==> config.mk <==
export PLATFORM = sky130hd
export DESIGN_NAME = scan_chain_ctrl
export DESIGN_NICKNAME = d
export VERILOG_FILES = /design/src/rtl/scan_chain_ctrl.sv
export SDC_FILE = /design/constraint.sdc
export NUM_CORES = 1
export LEC_CHECK = 0
export CORE_MARGIN = 3
export CORE_UTILIZATION = 51
export CTS_CLUSTER_SIZE = 25
export DETAILED_ROUTE_END_ITERATION = 12
export PLACE_DENSITY = 0.75
export SYNTH_ARGS = -nofsm -noshare
export SYNTH_HDL_FRONTEND = slang
export SYNTH_SLANG_ARGS = --single-unit
==> constraint.sdc <==
create_clock -name CLK -period 2.2 [get_ports CLK]
set_input_delay 0.44 -clock CLK [delete_from_list [all_inputs] [get_ports CLK]]
set_output_delay 0.44 -clock CLK [all_outputs]
set_load 0.03 [all_outputs]
==> src/rtl/scan_chain_ctrl.sv <==
// scan_chain_ctrl
// Posedge controller for a single chain of negedge-triggered scan flops.
// A run shifts PAT_IN into the chain MSB first, spends one cycle with SE low
// so the chain captures its functional D, unloads the response, and compares
// it against EXP_IN.
//
// Ports
//   CLK       clock (posedge only)
//   RST       synchronous active-high reset; aborts a run, chain untouched
//   START     begin a run; sampled only while idle
//   PAT_IN    pattern; bit i lands in chain flop i (flop 0 nearest SI)
//   EXP_IN    expected captured response
//   MASK_IN   compare mask, present only with SCAN_CHAIN_CTRL_MASK_EN
//   SO        Q of the last chain flop
//   SE, SI    scan enable / scan data into flop 0
//   BUSY      high while a run is in progress
//   DONE      one-cycle pulse; CAP_OUT and MISMATCH valid from here on
//   CAP_OUT   captured response; bit i comes from chain flop i
//   MISMATCH  compared bits of CAP_OUT differ from the latched EXP_IN
//
// Build option: define SCAN_CHAIN_CTRL_MASK_EN to add MASK_IN. Bits whose
// latched mask is 0 are excluded from MISMATCH; CAP_OUT still reports them.
//
// state     | meaning
// ----------+-----------------------------------------------------------
// S_IDLE    | waiting for START; SE low
// S_SHIFT   | CHAIN_LEN cycles driving pattern bits onto SI, SE high
// S_CAPTURE | one cycle with SE low; chain captures functional D
// S_UNLOAD  | CHAIN_LEN-1 cycles shifting the response out, SI held low
// S_DONE    | DONE pulse; results registered on entry

module scan_chain_ctrl #(
  parameter int CHAIN_LEN = 8
) (
  input  logic                 CLK,
  input  logic                 RST,
  input  logic                 START,
  input  logic [CHAIN_LEN-1:0] PAT_IN,
  input  logic [CHAIN_LEN-1:0] EXP_IN,
`ifdef SCAN_CHAIN_CTRL_MASK_EN
  input  logic [CHAIN_LEN-1:0] MASK_IN,
`endif
  input  logic                 SO,
  output logic                 SE,
  output logic                 SI,
  output logic                 BUSY,
  output logic                 DONE,
  output logic [CHAIN_LEN-1:0] CAP_OUT,
  output logic                 MISMATCH
);

  localparam int CW = $clog2(CHAIN_LEN) + 1;

  typedef enum logic [2:0] {
    S_IDLE,
    S_SHIFT,
    S_CAPTURE,
    S_UNLOAD,
    S_DONE
  } state_t;

  state_t               state;
  logic [CW-1:0]        cnt;
  logic [CHAIN_LEN-1:0] pat_sr;
  logic [CHAIN_LEN-1:0] exp_q;
  logic [CHAIN_LEN-1:0] mask_q;
  // Only the N-1 earlier samples are stored; the last one comes straight
  // from SO on the edge that enters S_DONE.
  logic [CHAIN_LEN-2:0] cap_sr;
  logic [CHAIN_LEN-1:0] cap_next;
  logic                 mis_next;

`ifndef SCAN_CHAIN_CTRL_MASK_EN
  assign mask_q = '1;
`endif

  // Sample k shifts in at the LSB, so sample 0 ends up in the MSB.
  assign cap_next = {cap_sr, SO};
  assign mis_next = |((cap_next ^ exp_q) & mask_q);

  always_ff @(posedge CLK) begin
    if (RST) begin
      state    <= S_IDLE;
      cnt      <= '0;
      pat_sr   <= '0;
      exp_q    <= '0;
      cap_sr   <= '0;
      SE       <= 1'b0;
      SI       <= 1'b0;
      BUSY     <= 1'b0;
      DONE     <= 1'b0;
      CAP_OUT  <= '0;
      MISMATCH <= 1'b0;
`ifdef SCAN_CHAIN_CTRL_MASK_EN
      mask_q   <= '1;
`endif
    end else begin
      case (state)
        S_IDLE: begin
          DONE <= 1'b0;
          if (START) begin
            state  <= S_SHIFT;
            SE     <= 1'b1;
            SI     <= PAT_IN[CHAIN_LEN-1];
            pat_sr <= {PAT_IN[CHAIN_LEN-2:0], 1'b0};
            exp_q  <= EXP_IN;
`ifdef SCAN_CHAIN_CTRL_MASK_EN
            mask_q <= MASK_IN;
`endif
            BUSY   <= 1'b1;
            cnt    <= CW'(CHAIN_LEN - 1);
          end
        end
        S_SHIFT: begin
          if (cnt == '0) begin
            state <= S_CAPTURE;
            SE    <= 1'b0;
            SI    <= 1'b0;
          end else begin
            cnt    <= cnt - CW'(1);
            SI     <= pat_sr[CHAIN_LEN-1];
            pat_sr <= {pat_sr[CHAIN_LEN-2:0], 1'b0};
          end
        end
        S_CAPTURE: begin
          cap_sr <= cap_next[CHAIN_LEN-2:0];
          state  <= S_UNLOAD;
          SE     <= 1'b1;
          cnt    <= CW'(CHAIN_LEN - 2);
        end
        S_UNLOAD: begin
          if (cnt == '0) begin
            state    <= S_DONE;
            SE       <= 1'b0;
            DONE     <= 1'b1;
            CAP_OUT  <= cap_next;
            MISMATCH <= mis_next;
          end else begin
            cap_sr <= cap_next[CHAIN_LEN-2:0];
            cnt    <= cnt - CW'(1);
          end
        end
        S_DONE: begin
          state <= S_IDLE;
          DONE  <= 1'b0;
          BUSY  <= 1'b0;
        end
        default: begin
          state <= S_IDLE;
          SE    <= 1'b0;
          SI    <= 1'b0;
          BUSY  <= 1'b0;
          DONE  <= 1'b0;
        end
      endcase
    end
  end

endmodule
==> impl_metrics.json <==
{
  "reg2reg_slack_ns": 0.41,
  "pwr-share-clk_pct": 27.8,
  "ys_types": 39,
  "setup_tns_ns": 0,
  "die_w_um": 65.85,
  "tightest_slew_ns": 0.6108,
  "drive_above_1_share_pct": 8.051,
  "wirelength_um": 3754,
  "grt_pass1_vias": 1433,
  "area_delta_synth_final_pct": 23.63,
  "cts_buffers": 5,
  "cp.depth": 1,
  "clockRootBuffer": "clkbuf_4",
  "hold_class": "flop to flop",
  "initial_core_util_pct": 53.89,
  "synthCells": 205,
  "share_comb_of_total_power_pct": 22.3,
  "grt_pass1_wl_um": 6486,
  "finalWeightedCongestion": 0.7817,
  "antenna_found_initial": 0,
  "clkLatencyLatePin_ns": 0.36,
  "max-slew-margin-rel_pct": 59.22,
  "overflow": 0,
  "ctsHoldBuffers": 0,
  "grt_setup_unrepaired": "false",
  "clkTransAtPathRegs_ns": 0.13,
  "ant_nets": 0,
  "swShare_pct": 29.41,
  "endpoint_kind": "primary output",
  "grt_use_total_pct": 19.23,
  "holdPathEnd": "CAP_OUT[3]$_SDFFE_PP0P_",
  "r2r_end": "pat_sr[1]$_SDFFE_PP0P_",
  "clock_path_buffers": 2,
  "dp_hpwl_um": 2639,
  "synthArstFlopShare_pct": 0,
  "required_ns": 1.76,
  "drt_iter0_markers": 95,
  "cts_tree": "yes",
  "final_nets": 257,
  "max_freq_ghz": 0.5414,
  "synthesis.area_mm2": 0.001827,
  "critPathMaxFanout": 2,
  "seqPwrFrac_pct": 50.0,
  "slowest_delay_ns": 0.68,
  "ff2ff_path_depth": 8,
  "dr.pass1.iters": 4,
  "via_per_inst": 5.372,
  "crit_chain": "clkdlybuf4s50_1",
  "ys.flop_type": "dfxtp_1",
  "skew_ns": 0.01392,
  "synth_area_per_cell_um2": 8.911,
  "min_from": "CAP_OUT[3]$_SDFFE_PP0P_",
  "holdPathStages": 2,
  "yosysWarnings": 0,
  "peakVddDrop_uv": 512.5,
  "core-area_mm2": 0.003390,
  "clock_sinks": 42,
  "critPathKind": "flop to primary output",
  "status": "completed",
  "avgRoutedWirePerCell_um": 13.31,
  "fill_cells": 290,
  "drv_cap": 0,
  "p_int_mw": 1.257,
  "diodes": 0,
  "total_power_mw": 1.780,
  "utilization_pct": 66.63,
  "cts_setup_buffers": 0,
  "synth-seq-area-share_pct": 46.03,
  "p_leak_nw": 0.8497,
  "post_cts_resized": 0,
  "final-setup-viol-count": 0,
  "yosys_register_bits": 42,
  "cp_data_arrival_time_ns": 1.41,
  "synthesis.nets": 227,
  "remaining_drc_errors": 0,
  "path_delay_family": "buffers and inverters",
  "min_period_over_period_pct": 83.95,
  "grt_max_degree": 43,
  "io_pins": 33,
  "pwr_density_cell_mw_per_mm2": 788.3,
  "power.switching_mw": 0.5237,
  "synth-edff-count": 0,
  "critPathBufInv": 1,
  "fp.dieH_um": 65.85,
  "crit_path_start_kind": "flop",
  "vias": 1515,
  "die_area_mm2": 0.004336,
  "slew_violations": 0,
  "cp_slowest_cell": "clkdlybuf4s50_1",
  "h-tree-depth": 2,
  "final_hold_viol_count": 0,
  "timing.final.crit_period_ns": 1.847,
  "rows": 21,
  "reg2reg_from": "cnt[0]$_SDFFE_PP0P_",
  "io_buffers": 32
}
flip-flops by register name, indices dropped and copies added, names as in the netlist:
register and count:
CAP_OUT 8, exp_q 8, cap_sr 7, pat_sr 7, cnt 4, state 3
BUSY 1, DONE 1, MISMATCH 1, SE 1, SI 1
cells in the final DEF, fill, tap and decap left out, types with 2 or more instances in the layout:
master            n
dfxtp_1          42
nand2_1          34
clkdlybuf4s50_1  32
a21oi_1          23
nor2_1           22
mux2i_1          15
xor2_1            8
nor3_1            5
nor4_1            5
clkbuf_4          5
a211oi_2          4
inv_1             3
a311oi_1          3
buf_4             3
nand2b_1          2
a211oi_1          2
and2_1            2
o21ai_1           2
ha_1              2
per-stage QoR:
step | hold WS, ns | std cells | instance area [um2] | setup slack [ns]
floorplan | 0.4478 | 205 | 1827 | 0.5614
global placement | 0.4427 | 274 | 2180 | 0.3994
detailed placement | 0.4498 | 274 | 2180 | 0.3336
CTS | 0.4672 | 282 | 2258 | 0.3450
global route | 0.4913 | 282 | 2258 | 0.2607
finish | 0.4667 | 282 | 2258 | 0.3531
layer usage:
layer,vias to the layer above,wire length (um),global-route usage (%)
li1,766,-,-
met1,707,1750,25.08
met2,31,1731,30.16
met3,11,198,4.252
met4,0,74,8.808
met5,-,0,0
layout make-up:
| class | instances | area [um2] | area share [%] |
|---|---|---|---|
| Tap cell | 46 | 57.56 | 2.548 |
| Inverter | 3 | 11.26 | 0.4986 |
| Clock inverter | 2 | 37.54 | 1.662 |
| Timing Repair Buffer | 36 | 362.8 | 16.07 |
| Multi-Input combinational cell | 147 | 907.1 | 40.17 |
| Sequential cell | 42 | 840.8 | 37.23 |
| Clock buffer | 6 | 41.29 | 1.828 |
how the worst max path moves through the flow:
stage,start,endpoint,slack [ns]
global route,cnt[0]$_SDFFE_PP0P_,cap_sr[4]$_SDFFE_PP0P_,0.26
floorplan,cnt[0]$_SDFFE_PP0P_,pat_sr[3]$_SDFFE_PP0P_,0.56
finish,CAP_OUT[1]$_SDFFE_PP0P_,CAP_OUT[1],0.35
global placement,START,pat_sr[1]$_SDFFE_PP0P_,0.40
CTS,BUSY$_SDFFE_PP0P_,BUSY,0.34
detailed placement,START,exp_q[1]$_SDFFE_PP0P_,0.33
Yosys cell counts, drive strengths merged (2+ instances only):
master,number,area (um2)
inv,3,11.26
clkbuf,6,22.52
nor4,6,52.55
nor3,6,35.03
and2,2,12.51
a21oi,23,115.1
dfxtp,42,840.8
buf,7,45.03
nand2b,2,12.51
nor3b,2,20.02
ha,2,25.02
a311oi,3,26.28
o21ai,3,15.01
nand2,34,127.6
xor2,8,70.07
a211oi,6,65.06
nor2,23,93.84
mux2i,15,150.1
power groups by stage:
| stage | clock network, mW | logic (mW) | registers, mW |
|---|---|---|---|
| after floorplan | 0 | 0.295 | 0.897 |
| after global placement | 0 | 0.380 | 0.901 |
| after detailed placement | 0 | 0.396 | 0.905 |
| after CTS | 0.498 | 0.400 | 0.888 |
| after global routing | 0.530 | 0.439 | 0.901 |
| final | 0.495 | 0.396 | 0.890 |
logic make-up (layout without fill, tap and decap cells):
| kind of cell | Yosys count | after routing | synth area share (%) |
|---|---|---|---|
| adder cells (fa/ha/maj) | 2 | 2 | 1.370 |
| buffers and inverters | 16 | 47 | 4.314 |
| AO/OA/AOI/OAI | 39 | 39 | 13.70 |
| AND/OR/NAND/NOR | 82 | 82 | 22.05 |
| multiplexers | 15 | 15 | 8.219 |
| XOR/XNOR | 9 | 9 | 4.315 |
| flip-flops | 42 | 42 | 46.03 |
Power figures use the tool's default switching activity.
